--- src/rtl/booth_ctrl_unit_pkg.sv ---
// Shared types for the Booth multiplier control unit: FSM state encoding
// and the bit positions of the c0..c7 register control strobes.
package booth_pkg;

   typedef enum logic [2:0] {
      S_IDLE   = 3'd0,
      S_LOAD_M = 3'd1,
      S_LOAD_Q = 3'd2,
      S_OP     = 3'd3,
      S_SHIFT  = 3'd4,
      S_OUT_A  = 3'd5,
      S_OUT_Q  = 3'd6,
      S_END    = 3'd7
   } state_e;

   // Strobe indices: strobe vector bit n drives output cn.
   localparam int C_CLR_A   = 0;  // clear A
   localparam int C_LOAD_Q  = 1;  // load Q (multiplier) from inbus
   localparam int C_LOAD_M  = 2;  // load M (multiplicand) from inbus
   localparam int C_ADD     = 3;  // A <= A + M
   localparam int C_SHIFT   = 4;  // arithmetic shift right A:Q
   localparam int C_SUB     = 5;  // A <= A - M
   localparam int C_OUT_Q   = 6;  // Q onto outbus
   localparam int C_OUT_A   = 7;  // A onto outbus
   localparam int N_STROBES = 8;

endpackage

--- src/rtl/booth_ctrl_unit_if.sv ---
// Handshake between the Booth control unit and its environment: the start
// request and Q[0] feedback in, register strobes and status out.
interface booth_ctrl_unit_if;
   logic start;
   logic q_lsb;
   logic c0, c1, c2, c3, c4, c5, c6, c7;
   logic busy;
   logic done;

   // Environment / datapath side.
   modport master (
      output start, q_lsb,
      input  c0, c1, c2, c3, c4, c5, c6, c7, busy, done
   );

   // Control unit side.
   modport slave (
      input  start, q_lsb,
      output c0, c1, c2, c3, c4, c5, c6, c7, busy, done
   );
endinterface

--- src/rtl/booth_ctrl_unit_iter_cnt.sv ---
// Iteration counter for the Booth sequence: cleared at operand load,
// advanced once per shift, flags the final iteration (cnt == w-1).
module booth_iter_cnt #(
   parameter int w  = 16,
   parameter int CW = $clog2(w)
) (
   input  logic clk,
   input  logic rst_b,
   input  logic clr_i,
   input  logic inc_i,
   output logic last_o
);

   logic [CW-1:0] cnt_q, cnt_d;

   assign last_o = (cnt_q == CW'(w - 1));

   // Next count: clear wins; holds at w-1 so it never wraps mid-operation.
   always_comb begin
      // NOTE: assign a default first in every always_comb so no path leaves the
      // output unassigned -- that is what would infer a latch.
      cnt_d = cnt_q;
      if (clr_i)
         cnt_d = '0;
      else if (inc_i && !last_o)
         cnt_d = cnt_q + 1'b1;
   end

   // Count register with asynchronous reset.
   always_ff @(posedge clk or negedge rst_b) begin
      // NOTE: sequential state is updated with <= so every flop samples the
      // pre-edge values regardless of block evaluation order.
      if (!rst_b)
         cnt_q <= '0;
      else
         cnt_q <= cnt_d;
   end

endmodule

--- src/rtl/booth_ctrl_unit.sv ---
// Sequencer for a radix-2 Booth signed multiplier: loads M and Q, runs w
// add/subtract-and-shift iterations, drives A then Q onto outbus, pulses done.
// Holds the Booth Q[-1] flop (qm1), refreshed from q_lsb on every shift.
module booth_ctrl_unit
   import booth_pkg::*;
#(
   parameter int w = 16
) (
   input  logic            clk,
   input  logic            rst_b,
   booth_ctrl_unit_if.slave bus
);

   localparam int CW = $clog2(w);

   state_e                 state_q, state_d;
   logic                   qm1_q, qm1_d;
   logic                   cnt_last;
   logic [N_STROBES-1:0]   strobe;

   booth_iter_cnt #(.w(w), .CW(CW)) u_iter_cnt (
      .clk    (clk),
      .rst_b  (rst_b),
      .clr_i  (state_q == S_LOAD_M),
      .inc_i  (state_q == S_SHIFT),
      .last_o (cnt_last)
   );

   // Next-state and Q[-1] update; start is only looked at in IDLE.
   always_comb begin
      state_d = state_q;
      qm1_d   = qm1_q;
      case (state_q)
         S_IDLE:   if (bus.start) state_d = S_LOAD_M;
         S_LOAD_M: begin
            qm1_d   = 1'b0;
            state_d = S_LOAD_Q;
         end
         S_LOAD_Q: state_d = S_OP;
         S_OP:     state_d = S_SHIFT;
         S_SHIFT:  begin
            // q_lsb is still the pre-shift Q[0] at this edge.
            qm1_d   = bus.q_lsb;
            state_d = cnt_last ? S_OUT_A : S_OP;
         end
         S_OUT_A:  state_d = S_OUT_Q;
         S_OUT_Q:  state_d = S_END;
         S_END:    state_d = S_IDLE;
         default:  state_d = S_IDLE;
      endcase
   end

   // FSM state and Q[-1] flop; reset aborts any operation immediately.
   always_ff @(posedge clk or negedge rst_b) begin
      if (!rst_b) begin
         state_q <= S_IDLE;
         qm1_q   <= 1'b0;
      end else begin
         state_q <= state_d;
         qm1_q   <= qm1_d;
      end
   end

   // Strobe decode from the state register; OP also looks at {Q[0], Q[-1]}.
   always_comb begin
      strobe = '0;
      case (state_q)
         S_LOAD_M: begin
            strobe[C_CLR_A]  = 1'b1;
            strobe[C_LOAD_M] = 1'b1;
         end
         S_LOAD_Q: strobe[C_LOAD_Q] = 1'b1;
         S_OP: begin
            case ({bus.q_lsb, qm1_q})
               2'b10:   strobe[C_SUB] = 1'b1;
               2'b01:   strobe[C_ADD] = 1'b1;
               default: ;  // 00 / 11: NOP iteration
            endcase
         end
         S_SHIFT:  strobe[C_SHIFT] = 1'b1;
         S_OUT_A:  strobe[C_OUT_A] = 1'b1;
         S_OUT_Q:  strobe[C_OUT_Q] = 1'b1;
         default:  ;
      endcase
   end

   assign bus.c0   = strobe[C_CLR_A];
   assign bus.c1   = strobe[C_LOAD_Q];
   assign bus.c2   = strobe[C_LOAD_M];
   assign bus.c3   = strobe[C_ADD];
   assign bus.c4   = strobe[C_SHIFT];
   assign bus.c5   = strobe[C_SUB];
   assign bus.c6   = strobe[C_OUT_Q];
   assign bus.c7   = strobe[C_OUT_A];
   assign bus.busy = (state_q != S_IDLE);
   assign bus.done = (state_q == S_END);

endmodule

--- src/flat_wrapper.sv ---
// flat-port wrapper written by rule: the top's interface ports become plain ports
module booth_ctrl_unit_flat import booth_pkg::*;
#(
   parameter int w = 16
)
  (clk, rst_b, bus_start, bus_q_lsb, bus_c0, bus_c1, bus_c2, bus_c3, bus_c4, bus_c5, bus_c6, bus_c7, bus_busy, bus_done);
  booth_ctrl_unit_if bus_i ();
  input  logic clk;
  input  logic rst_b;
  input wire logic [$bits(bus_i.start)-1:0] bus_start;
  input wire logic [$bits(bus_i.q_lsb)-1:0] bus_q_lsb;
  output wire logic [$bits(bus_i.c0)-1:0] bus_c0;
  output wire logic [$bits(bus_i.c1)-1:0] bus_c1;
  output wire logic [$bits(bus_i.c2)-1:0] bus_c2;
  output wire logic [$bits(bus_i.c3)-1:0] bus_c3;
  output wire logic [$bits(bus_i.c4)-1:0] bus_c4;
  output wire logic [$bits(bus_i.c5)-1:0] bus_c5;
  output wire logic [$bits(bus_i.c6)-1:0] bus_c6;
  output wire logic [$bits(bus_i.c7)-1:0] bus_c7;
  output wire logic [$bits(bus_i.busy)-1:0] bus_busy;
  output wire logic [$bits(bus_i.done)-1:0] bus_done;
  assign bus_i.start = bus_start;
  assign bus_i.q_lsb = bus_q_lsb;
  assign bus_c0 = bus_i.c0;
  assign bus_c1 = bus_i.c1;
  assign bus_c2 = bus_i.c2;
  assign bus_c3 = bus_i.c3;
  assign bus_c4 = bus_i.c4;
  assign bus_c5 = bus_i.c5;
  assign bus_c6 = bus_i.c6;
  assign bus_c7 = bus_i.c7;
  assign bus_busy = bus_i.busy;
  assign bus_done = bus_i.done;
  booth_ctrl_unit #(.w(w)) u_core (.clk(clk), .rst_b(rst_b), .bus(bus_i));
endmodule
--- config.mk ---
export PLATFORM = sky130hd
export DESIGN_NAME = booth_ctrl_unit_flat
export DESIGN_NICKNAME = d
export VERILOG_FILES = /design/src/rtl/booth_ctrl_unit_pkg.sv /design/src/rtl/booth_ctrl_unit_if.sv /design/src/rtl/booth_ctrl_unit_iter_cnt.sv /design/src/rtl/booth_ctrl_unit.sv /design/src/flat_wrapper.sv
export SDC_FILE = /design/constraint.sdc
export NUM_CORES = 1
export LEC_CHECK = 0
export ABC_CLOCK_PERIOD_IN_PS = 4300
export CAP_MARGIN = 0
export CORE_MARGIN = 3
export CORE_UTILIZATION = 35
export DETAILED_ROUTE_END_ITERATION = 6
export PLACE_DENSITY = 0.7
export SETUP_SLACK_MARGIN = 0.5
export SLEW_MARGIN = 20
export SYNTH_ARGS = -nofsm -noshare
export SYNTH_HDL_FRONTEND = slang
export SYNTH_SLANG_ARGS = --single-unit
export TNS_END_PERCENT = 100
--- constraint.sdc ---
create_clock -name clk -period 4.3 [get_ports clk]
set_clock_uncertainty 0.2 [all_clocks]
set_input_delay 0.86 -clock clk [delete_from_list [all_inputs] [get_ports clk]]
set_output_delay 0.86 -clock clk [all_outputs]
set_load 0.01 [all_outputs]
==> impl_results.rst <==
.. list-table::
   :header-rows: 1

   * - Metric
     - Value
   * - Result of the run
     - complete, no violations
   * - Post-synth EDFFs
     - 0
   * - Syn avg cell area
     - between 9 and 10 um2
   * - PD cells
     - around 630 mW/mm2
   * - Worst Path Class, Setup
     - input pin to output pin
   * - Total Neg Setup Slack
     - 0 ns
   * - Buffer type at the clock tree root
     - sky130_fd_sc_hd__clkbuf_4
   * - CP Launch Point
     - bus_q_lsb
   * - Synthesis-stage register bit count
     - 8
   * - Largest fanout on the critical path
     - 3
   * - Nets in the synthesized netlist
     - a little under 60
   * - Register clock-pin slew on the reported worst setup and hold paths
     - around 0.060 ns
   * - Die W
     - 43.29 um
   * - Antenna cells
     - 0
   * - Tightest slew margin relative to the limit
     - 0.5954
   * - Clock buffer depth
     - 2
   * - Post-layout minimum cycle time
     - around 3.2 ns
   * - Final HPWL from detailed placement
     - 719.5 um
   * - Synthesized-area fraction occupied by ao, oa, aoi and oai cells
     - 0.1774
   * - Slew Viols, Final
     - 0
   * - Final-layout fill cell count
     - 122
   * - Number of instances on the worst hold path
     - 1
   * - Antenna violations before repair
     - 0
   * - GRT overflow
     - 0
   * - Starting Density
     - 0.4052
   * - IR Drop Worst-Case VDD
     - around 0.00021 V
   * - First drt pass iteration count
     - 4
   * - Final Core Density
     - 0.5250
   * - Post-synth top flop
     - sky130_fd_sc_hd__dfrtp_1
   * - Synthesized instance count
     - 53
   * - Vias in the first global route
     - 390
   * - WHS
     - between 0.3 and 0.4 ns
   * - Endpoint arrival time on the critical path
     - between 2 and 2.5 ns
   * - Largest net degree at the start of global routing
     - 14
   * - Total count of hold-check failures in the final report
     - 0
   * - Share of the cycle needed by the critical path after routing
     - 0.7531
   * - Synth Area in Simple Gates
     - 0.2519
   * - Static leakage
     - 0.2619 nW
   * - Antenna Violating Nets Remaining
     - 0
   * - CTS Buf Count
     - 3
   * - R2R depth
     - 4
   * - Synth cell types
     - 26
   * - Synthesized-area fraction occupied by xor and xnor cells
     - 0.01799
   * - Number of warnings issued by yosys
     - 0
   * - Initial drt markers
     - 13
   * - Port bufs
     - 13
   * - Number of top-level design ports
     - 14
   * - Crit. End Element
     - output pin
   * - Die H
     - approximately 43 um
   * - Gpl congestion
     - ~0.86
   * - GRT Overall Usage
     - 0.1213
   * - Share of layout cells above drive strength 1
     - 0.1231
   * - Final net count
     - 72
   * - Per-cell via count in the routed design
     - 5.582
   * - Worst Setup Start Kind
     - input pin
   * - Num Clock Sinks
     - 8
   * - Dominant combinational cell family by area after synthesis
     - simple AND/OR/NAND/NOR gates
   * - Max frequency
     - 0.3088 GHz
   * - DR DRC count
     - 0
   * - Share of flip-flops with an asynchronous set or reset after synthesis
     - 1.000
   * - Post-Route WL
     - ~1000 um
   * - Class of the most critical hold timing path
     - flop to flop
   * - Post-Layout Inst Area
     - roughly 630 um2
   * - Crit path cell chain
     - clkdlybuf4s50_1 > nor4b_1 > clkdlybuf4s50_1
   * - Crit path buffers/inverters
     - 2
   * - Count of max-cap constraint violations
     - 0
   * - Critical path depth in cells
     - 3
   * - Most repeated library cell on the critical path
     - sky130_fd_sc_hd__clkdlybuf4s50_1
   * - Clock tree from TritonCTS
     - yes
   * - Slowest cell on the critical path
     - sky130_fd_sc_hd__clkdlybuf4s50_1
   * - Number of levels in the clock H-tree
     - 1
   * - Netlist area before placement
     - 486.7 um2
   * - Wire length of the first global-routing pass
     - about 1700 um
   * - Share of the yosys chip area belonging to registers
     - 0.4113
   * - Cell family contributing the most delay on the critical path
     - buffers and inverters
   * - Share of synthesized area spent on multiplexers
     - 0.02057
   * - Crit-path max cell delay
     - between 0.5 and 0.6 ns
   * - Area Overhead vs Synth
     - 29.56%
   * - Cell area reported after detailed placement
     - between 600 and 700 um2
   * - Cell Rows
     - 12
   * - Count of hold-fix buffers inserted at cts
     - 0
   * - Slew at the pin closest to its max-slew limit
     - between 0.6 and 0.7 ns
   * - Detail-routed net length per standard cell
     - about 13 um
   * - Via total after detailed routing
     - 441
   * - RSZ-0062 raised after global routing
     - false
   * - Endpoints failing setup
     - 0
   * - Die area
     - ~0.0019 mm2
   * - Number of buffers inserted by post-CTS setup repair
     - 0
   * - Worst reg2reg path startpoint
     - u_core.state_q[2]
   * - Clock latency at the later pin of the worst-skew pair
     - around 0.26 ns
   * - Resize count post-CTS
     - 0
   * - Post-Synth Adder-Cell Area
     - 0.02571
   * - Hold_sp
     - u_core.u_iter_cnt.cnt_q[0]
   * - Register-to-register path setup slack
     - between 2 and 3 ns
   * - Worst EP required
     - about 3.2 ns
   * - Core area
     - between 0.001 and 0.0015 mm2
## through the flow
| stage | std cells | setup WS, ns | power, mW |
|---|---|---|---|
| 4_1_cts | 79 | 1.033 | 0.3989 |
| 3_5_place_dp | 76 | 1.045 | 0.3367 |
| 6_report | 79 | 1.062 | 0.3964 |
| 5_1_grt | 79 | 0.9782 | 0.4296 |
| 3_3_place_gp | 76 | 1.092 | 0.3359 |
| 2_1_floorplan | 53 | 1.893 | 0.2694 |
## metal layers
layer / global-route usage / wire, um / share of wire
met2: 0.1593 / 439 / 0.42
met1: 0.1688 / 517 / 0.50
met4: 0.05422 / 0 / 0
met3: 0.05085 / 76 / 0.074
met5: 0 / 0 / 0
## placed cells by master (no fill, tap or decap), drive strengths merged
cell type | netlist | routed
a31oi | 1 | 1
a221oi | 1 | 1
a211oi | 2 | 2
a41oi | 1 | 1
clkbuf | 2 | 3
nor3 | 4 | 4
mux2i | 1 | 1
or3b | 1 | 1
a21oi | 1 | 1
xnor2 | 1 | 1
clkdlybuf4s50 | 0 | 13
clkinv | 1 | 1
a221o | 1 | 1
and3 | 4 | 4
nor4b | 2 | 2
nand3 | 3 | 3
o21ai | 4 | 4
ha | 1 | 1
nor2 | 4 | 4
nand2 | 5 | 5
inv | 3 | 3
dfrtp | 8 | 8
## cell families after synthesis
group,Yosys count
AOI/OAI and AO/OA,11
xor gates and xnor gates,1
adders and majority gates,1
buffers and inverters,8
DFF,8
muxes,1
and+or+nand+nor,23
## state kept, by name (all words and copies together) (netlist names)
name	flops
u_core.u_iter_cnt.cnt_q	4
u_core.state_q	3
u_core.qm1_q	1
## worst paths after layout
check,end
setup / recovery,bus_c3
min in group asynchronous,u_core.qm1_q
max in group asynchronous,u_core.u_iter_cnt.cnt_q[0]
hold / removal,u_core.u_iter_cnt.cnt_q[0]
setup reg to reg,u_core.u_iter_cnt.cnt_q[3]
hold reg to reg,u_core.u_iter_cnt.cnt_q[0]
## area by class of cell
| type | instances | area (um2) | area share |
|---|---|---|---|
| Timing Repair Buffer | 13 | 130.1 | 0.2063 |
| Sequential cell | 8 | 200.2 | 0.3175 |
| Tap cell | 14 | 17.52 | 0.02778 |
| Inverter | 4 | 20.02 | 0.03175 |
| Multi-Input combinational cell | 37 | 240.2 | 0.3810 |
| Clock buffer | 3 | 22.52 | 0.03571 |
## synth_stat cells (2+ instances only)
library cell	count	share of area
sky130_fd_sc_hd__nor2_1	4	0.031
sky130_fd_sc_hd__nor4b_1	2	0.036
sky130_fd_sc_hd__and3_1	4	0.051
sky130_fd_sc_hd__nor3_1	4	0.041
sky130_fd_sc_hd__o21ai_1	3	0.031
sky130_fd_sc_hd__nand3_1	3	0.031
sky130_fd_sc_hd__nand2_1	5	0.039
sky130_fd_sc_hd__inv_1	2	0.015
sky130_fd_sc_hd__clkbuf_1	2	0.015
sky130_fd_sc_hd__dfrtp_1	8	0.41
## power by group
group,internal [mW],switching (mW)
logic,0.100,0.0829
registers,0.0995,0.0530
clock network,0.0322,0.0286
No activity file was read; power rests on OpenSTA's default activity.
